--- config.mk ---
export PLATFORM = sky130hd
export DESIGN_NAME = mem_lsu
export DESIGN_NICKNAME = d
export VERILOG_FILES = /design/src/rtl/mem_lsu.sv
export SDC_FILE = /design/constraint.sdc
export NUM_CORES = 1
export LEC_CHECK = 0
export ABC_AREA = 0
export ABC_CLOCK_PERIOD_IN_PS = 3200
export CORE_MARGIN = 5
export CORE_UTILIZATION = 35
export DETAILED_ROUTE_END_ITERATION = 8
export MAX_ROUTING_LAYER = met4
export PLACE_DENSITY = 0.75
export SETUP_SLACK_MARGIN = 0.3
export SYNTH_ARGS = -nofsm -noshare
export SYNTH_HDL_FRONTEND = slang
export SYNTH_SLANG_ARGS = --single-unit
--- constraint.sdc ---
create_clock -name i_clk -period 3.2 [get_ports i_clk]
set_input_delay 0.48 -clock i_clk [delete_from_list [all_inputs] [get_ports i_clk]]
set_output_delay 0.48 -clock i_clk [all_outputs]
set_load 0.01 [all_outputs]
--- src/rtl/mem_lsu.sv ---
// Load/store unit: one held dbus transaction per request, lane-aligned data, registered writeback.
// Optional macro LSU_MISALIGN_TRAP_EN: trap misaligned accesses instead of aligning them down.
module mem_lsu #(
    parameter int DW      = 32,
    parameter int AW      = 32,
    parameter int TIMEOUT = 0
) (
    input  logic            i_clk,
    input  logic            i_rst,
    input  logic            i_valid,
    input  logic            i_dbus_re,
    input  logic            i_dbus_we,
    input  logic [2:0]      i_func3,
    input  logic [AW-1:0]   i_addr,
    input  logic [DW-1:0]   i_rs2_data,
    input  logic [4:0]      i_rd_addr,
    output logic            o_busy,
    output logic            o_done,
    output logic            o_err,
    output logic            o_rd_we,
    output logic [4:0]      o_rd_addr,
    output logic [DW-1:0]   o_rd_wdata,
    output logic            o_dbus_req,
    output logic            o_dbus_we,
    output logic [AW-1:0]   o_dbus_addr,
    output logic [DW/8-1:0] o_dbus_sel,
    output logic [DW-1:0]   o_dbus_wdata,
    input  logic [DW-1:0]   i_dbus_rdata,
    input  logic            i_dbus_rsp
);
    localparam int NB       = DW / 8;
    localparam int OFFW     = $clog2(NB);
    localparam int CW       = $clog2(TIMEOUT + 2);
    localparam int TMO_LAST = (TIMEOUT > 0) ? TIMEOUT - 1 : 0;

    typedef enum logic [1:0] {IDLE, REQ, DONE} state_t;

    typedef struct packed {
        logic            load;
        logic            uns;
        logic [1:0]      size;
        logic [OFFW-1:0] off;
        logic [4:0]      rd;
    } req_t;

    state_t          state, state_nxt;
    req_t            req_q;
    logic            err_q;
    logic [CW-1:0]   tmo_cnt;

    logic            accept, bad, tmo_hit;
    logic [7:0]      lane_m, align_m;
    logic [OFFW-1:0] off_al;
    logic [NB-1:0]   size_sel;
    logic [DW-1:0]   bmask, wdata_nxt, rsh, ld_ext;

    // Request decode from the live inputs; only meaningful while IDLE.
    always_comb begin
        case (i_func3[1:0])
            2'd0:    begin lane_m = 8'h01; align_m = 8'h00; end
            2'd1:    begin lane_m = 8'h03; align_m = 8'h01; end
            2'd2:    begin lane_m = 8'h0F; align_m = 8'h03; end
            default: begin lane_m = 8'hFF; align_m = 8'h07; end
        endcase
        off_al   = i_addr[OFFW-1:0] & ~align_m[OFFW-1:0];
        size_sel = NB'(lane_m);
        for (int b = 0; b < NB; b++) bmask[8*b +: 8] = {8{size_sel[b]}};
        wdata_nxt = (i_rs2_data & bmask) << {off_al, 3'b000};
        bad = ((i_func3[1:0] == 2'd3) && (DW == 32)) || (!i_dbus_re && i_func3[2]);
`ifdef LSU_MISALIGN_TRAP_EN
        bad = bad || (|(i_addr[OFFW-1:0] & align_m[OFFW-1:0]));
`endif
    end

    assign accept  = (state == IDLE) && i_valid && (i_dbus_re || i_dbus_we);
    assign tmo_hit = (TIMEOUT > 0) && (tmo_cnt == CW'(TMO_LAST));

    // Load extension: upper bits are filled with the access's sign bit unless unsigned.
    always_comb begin
        rsh = i_dbus_rdata >> {req_q.off, 3'b000};
        case (req_q.size)
            2'd0:    ld_ext = DW'(rsh[7:0])  | ({DW{~req_q.uns & rsh[7]}}  << 8);
            2'd1:    ld_ext = DW'(rsh[15:0]) | ({DW{~req_q.uns & rsh[15]}} << 16);
            2'd2:    ld_ext = DW'(rsh[31:0]) | ({DW{~req_q.uns & rsh[31]}} << 32);
            default: ld_ext = rsh;
        endcase
    end

    always_ff @(posedge i_clk) begin
        if (i_rst) state <= IDLE;
        else       state <= state_nxt;
    end

    always_comb begin
        state_nxt = state;
        case (state)
            IDLE:    if (accept) state_nxt = bad ? DONE : REQ;
            REQ:     if (i_dbus_rsp || tmo_hit) state_nxt = DONE;
            DONE:    state_nxt = IDLE;
            default: state_nxt = IDLE;
        endcase
    end

    always_ff @(posedge i_clk) begin
        if (i_rst) begin
            req_q        <= '0;
            err_q        <= 1'b0;
            tmo_cnt      <= '0;
            o_rd_addr    <= '0;
            o_rd_wdata   <= '0;
            o_dbus_req   <= 1'b0;
            o_dbus_we    <= 1'b0;
            o_dbus_addr  <= '0;
            o_dbus_sel   <= '0;
            o_dbus_wdata <= '0;
        end else begin
            case (state)
                IDLE: if (accept) begin
                    req_q   <= '{load: i_dbus_re, uns: i_func3[2], size: i_func3[1:0],
                                 off: off_al, rd: i_rd_addr};
                    err_q   <= bad;
                    tmo_cnt <= '0;
                    if (!bad) begin
                        o_dbus_req   <= 1'b1;
                        o_dbus_we    <= ~i_dbus_re;
                        o_dbus_addr  <= {i_addr[AW-1:OFFW], OFFW'(0)};
                        o_dbus_sel   <= size_sel << off_al;
                        o_dbus_wdata <= i_dbus_re ? '0 : wdata_nxt;
                    end
                end
                REQ: begin
                    if (i_dbus_rsp || tmo_hit) begin
                        o_dbus_req   <= 1'b0;
                        o_dbus_we    <= 1'b0;
                        o_dbus_addr  <= '0;
                        o_dbus_sel   <= '0;
                        o_dbus_wdata <= '0;
                    end
                    if (i_dbus_rsp) begin
                        if (req_q.load) begin
                            o_rd_wdata <= ld_ext;
                            o_rd_addr  <= req_q.rd;
                        end
                    end else if (tmo_hit) begin
                        err_q <= 1'b1;
                    end else begin
                        tmo_cnt <= tmo_cnt + CW'(1);
                    end
                end
                default: ;
            endcase
        end
    end

    assign o_busy  = (state != IDLE);
    assign o_done  = (state == DONE);
    assign o_err   = o_done & err_q;
    assign o_rd_we = o_done & req_q.load & ~err_q;

endmodule

* Word-level counts from Yosys, hierarchy flattened
Index checks and enable logic that the tools add are counted.
** Cells by class
- Reductions and logical operators :: 15
- Shift operators :: 3
- Bitwise logic cells :: 13
- Multiplexer cells :: 26
- Eq/ne operators :: 9
** Operators with widths (count)
- 32-bit two-way mux :: 6
- 32-bit one-hot mux with 2 select lines :: 3
- 32-bit bitwise AND :: 1
- 16-bit by 32-bit OR with 32-bit output :: 1
- 8-bit by 32-bit OR with 32-bit output :: 1
- 32-bit by 5-bit << shifter with 32-bit output :: 1
- 32-bit by 5-bit >> shifter with 32-bit output :: 1
- 4-bit two-way mux :: 3
- 4-bit one-hot mux with 3 select lines :: 1
- 4-bit one-hot mux with 2 select lines :: 1
- 2-bit by 1-bit == test with 1-bit output, second input constant :: 3
- 2-bit == test, second input constant :: 3
- 2-bit zero test :: 3
- 2-bit two-way mux :: 3
- 2-bit != test, second input constant :: 3
- 2-bit one-hot mux with 3 select lines :: 1
- 1-bit bitwise AND :: 5
- 1-bit two-way mux :: 5
- 1-bit one-hot mux with 2 select lines :: 2
- 2-bit one-hot mux with 2 select lines :: 1
- 2-bit AND reduction :: 2
- 4-bit AND reduction :: 1
- 2-bit nonzero test :: 2
- 4-bit by 2-bit << shifter with 4-bit output :: 1
- other kinds (7) :: 12
** Word-level totals
- Register bits after elaboration :: 121
- Input port bits :: 110

* Longest topological paths before layout
- Depth in word-level cells :: 9
- Gate-level depth with buffers :: 6
- Gate-level depth less buffers :: 4

* Worst setup path after synthesis
No wires, ideal clock.
- Kind :: input to register
- From :: input i_dbus_rdata[7]
- To :: register o_rd_wdata[17]
- Stages on the path :: 5
- Setup slack :: 1571 ps
- Data required time :: 3055 ps
- Library setup time :: 145 ps
- Data arrival time :: 1485 ps
- Path through :: nor2b_1 a2111oi_0 o31a_1 buf_6 a211oi_2
** Between the ends
- Cells in the longest elaborated chain, start to end :: 4
- Elaborated cells between the ends (all ways) :: 6
** RTL lines
- start: declaration :: RTL line 28 : input logic [DW-1:0] i_dbus_rdata,
- 32-bit by 5-bit >> shifter with 32-bit output * :: RTL line 80 : rsh = i_dbus_rdata >> {req_q.off, 3'b000};
- 1-bit bitwise AND, on equally long branches :: RTL line 83, 82
- 16-bit by 32-bit OR with 32-bit output or 8-bit by 32-bit OR with 32-bit output (tied branches) :: RTL line 83, 82
- 32-bit one-hot mux with 2 select lines * :: RTL line 81 : case (req_q.size)
- end signal: assignment :: RTL line 141 : o_rd_wdata <= ld_ext;
- end: declaration :: RTL line 22 : output logic [DW-1:0] o_rd_wdata,
Mark *: on every way between the ends. The rest lies on a longest branch, timed or not.
A chain may end at the register's enable or synchronous reset.

* Final worst setup path
- From :: register state[1]
- To :: output o_rd_we
** Between the ends
- Cells in the longest elaborated chain, start to end :: 3
** RTL lines
- start: declaration :: RTL line 46 : state_t state, state_nxt;
- start signal: assignment :: RTL line 91 : else state <= state_nxt;
- 2-bit == test :: RTL line 156 : assign o_done = (state == DONE);
- 1-bit bitwise AND (2 in a row) :: RTL line 158 : assign o_rd_we = o_done & req_q.load & ~err_q;
- end: declaration :: RTL line 20 : output logic o_rd_we,
No other way between the ends.

==> qor.yml <==
outcome: "complete, no violations"
setup-tns-final_ns: 0
cts_resized: 0
num_rows: 43
synthAdderAreaFrac: 0
hold_class: "input pin to register"
finalMaxSlewViolations: 0
cp-start-kind: "register"
drive_gt1_frac: 0.0960
ios: 221
vias: 4785
grt_antenna_before_repair: 0
cts_tree: "built"
synth_compound_gate_area_share: 0.252
wl_per_cell_um: 18.8
met3_usage: 0.0462
grt_util_met2: 0.328
mostFrequentLayoutCell: "clkdlybuf4s50_1"
worst_hold_slack_ns: 0.455
hold_buffers: 0
first_global_vias: 4867
critPathCaptureType: "output pin"
final_cell_mix: "clkdlybuf4s50_1 (217), dfxtp_1 (119), nand2_1 (58)"
avgSynthCellArea_um2: 9.79
clk_pin_slew_worst_paths_ns: 0.05
p_leak_uw: 0.00283
synthMuxAreaShare: 0.0790
arrival_ns: 1.92
timing.final.crit_share: 0.750
drtPass1Iterations: 5
grt.total_usage: 0.205
r2r.worst_path.cells: 5
core_um2: 13900
grt_pass1_wl_um: 26200
cts_num_sinks: 119
synth_edf_count: 0
fin_skew_ns: 0.00595
path_cells: "nor2b_1, and3b_1, clkdlybuf4s50_1"
die-area_um2: 16800
io_buffers: 218
timing.final.crit_period_ns: 2.40
required_ns: 2.72
cap_violations: 0
drtIter0Drc: 289
ant_nets: 0
area_delta_synth_final_pct: 57.8
diodes: 0
grt_max_degree: 61
hold_viol: 0
routed_wirelength_um: 17100
clockBufferDepth: 2
instances_no_fill: 909
syn_inst: 511
path_class: "register to output pin"
crit_slowest_cell: "clkdlybuf4s50_1"
cts_setup_buffers: 0
fin_util: 0.567
die_w_um: 130
dp_slack_ns: 0.512
yosys_register_bits: 119
grt-ovfl-total: 0
worst_pin_slew_ns: 0.780
cts_buffers: 17
dp_hpwl_um: 12700
die_h_um: 130
h-tree-depth: 4
slew_headroom: 0.480
clock-root-buffer: "clkbuf_16"
yosysWarnings: 0
grt.busiest_layer: "met2"
synth_xor_area_frac: 0
netlist_area_um2: 5000
finalNetCount: 826
synth_cell_type_count: 49
synthSimpleGateAreaFrac: 0.142
gp_congestion: 0.898
synthArstFlopShare: 0
ys.flop_type: "dfxtp_1"
start_util: 0.359
crit_fanout: 6
clk-insertion-delay-late_ns: 0.41
powerDensity_nw_per_um2: 523
vias_per_cell: 5.26
drc: 0
fmax_ghz: 0.417
setup_slack_ns: 0.801
setup_violations: 0
synth-seq-area-share: 0.476
rsz0062_at_grt: "false"
synth_top_family_by_area: "compound AO/OA/AOI/OAI gates"
hold_depth: 2
grt_util_met1: 0.243
dp.cells: 877
cp_slowest_stage_delay_ns: 0.57
vdd_drop_max_uv: 405
-- layout make-up --
class	instances	area (um^2)
tap	180	225
multi-input combinational	347	2390
clock inverter	7	140
inverter	2	7.51
fill	1194	6040
timing repair buffer	229	2260
clock buffer	25	495
sequential	119	2380
-- cells in the mapped netlist (7+ instances only) --
master / count / area, um^2
a22oi_1: 8 / 60.1
a31oi_1: 8 / 50.1
nor3_1: 10 / 50.1
nor2_1: 41 / 154
a22o_1: 46 / 403
buf_4: 9 / 67.6
buf_2: 15 / 75.1
mux2_2: 9 / 101
o21ai_0: 10 / 50.1
mux2i_1: 26 / 260
dfxtp_1: 119 / 2380
clkbuf_1: 14 / 52.6
o211ai_1: 7 / 52.6
o21a_1: 8 / 60.1
o2bb2ai_1: 20 / 175
a21oi_1: 27 / 135
nand2_1: 58 / 218
nor2b_1: 8 / 50.1
a211oi_2: 10 / 125
-- state kept, by name, indices dropped and copies added, names as in the netlist --
register,count
err_q,1
o_dbus_addr,30
o_dbus_req,1
o_dbus_sel,4
o_dbus_wdata,32
o_dbus_we,1
o_rd_addr,5
o_rd_wdata,32
req_q,11
state,2
-- worst max-delay path: cells and delay by family (launching register included) --
kind          cells  cell delay, ns
buf+inv           1            0.57
flops             1            0.42
simple gates      2            0.52
-- where the power goes --
group | internal, uW | switching [uW]
Clock | 1390 | 653
Combinational | 284 | 234
Sequential | 1530 | 37.2
-- kinds of logic (layout without fill, tap and decap cells) --
logic type	Yosys count	in the layout
compound gates	162	162
simple gates	146	146
flops	119	119
buf+inv	46	263
mux	37	37
other cells	1	2
-- final timing paths --
path	end	slack, ns	from
worst min-delay path	o_dbus_sel[1]$_SDFFE_PP0P_	0.45	i_rst
worst min register to register	o_rd_addr[4]$_SDFFE_PP0P_	0.46	req_q[4]$_SDFFE_PP0P_
worst max-delay path	o_rd_we	0.80	state[1]$_SDFFE_PP0P_
worst max register to register	o_rd_wdata[26]$_SDFFE_PP0P_	1.14	req_q[6]$_SDFFE_PP0P_
-- per-stage QoR --
stage                     total power, uW  area (um^2)
after global placement               2100         7260
after detailed placement             2120         7260
after global routing                 4270         7900
after CTS                            4170         7900
after floorplan                      1830         5010
final                                4130         7900
-- routing by layer --
| metal | up-vias | share of wire |
|---|---|---|
| li1 | 2267 | - |
| met1 | 2289 | 0.41 |
| met2 | 188 | 0.50 |
| met3 | 41 | 0.056 |
| met4 | 0 | 0.034 |
| met5 | - | 0 |
No activity file was read; power rests on OpenSTA's default activity.
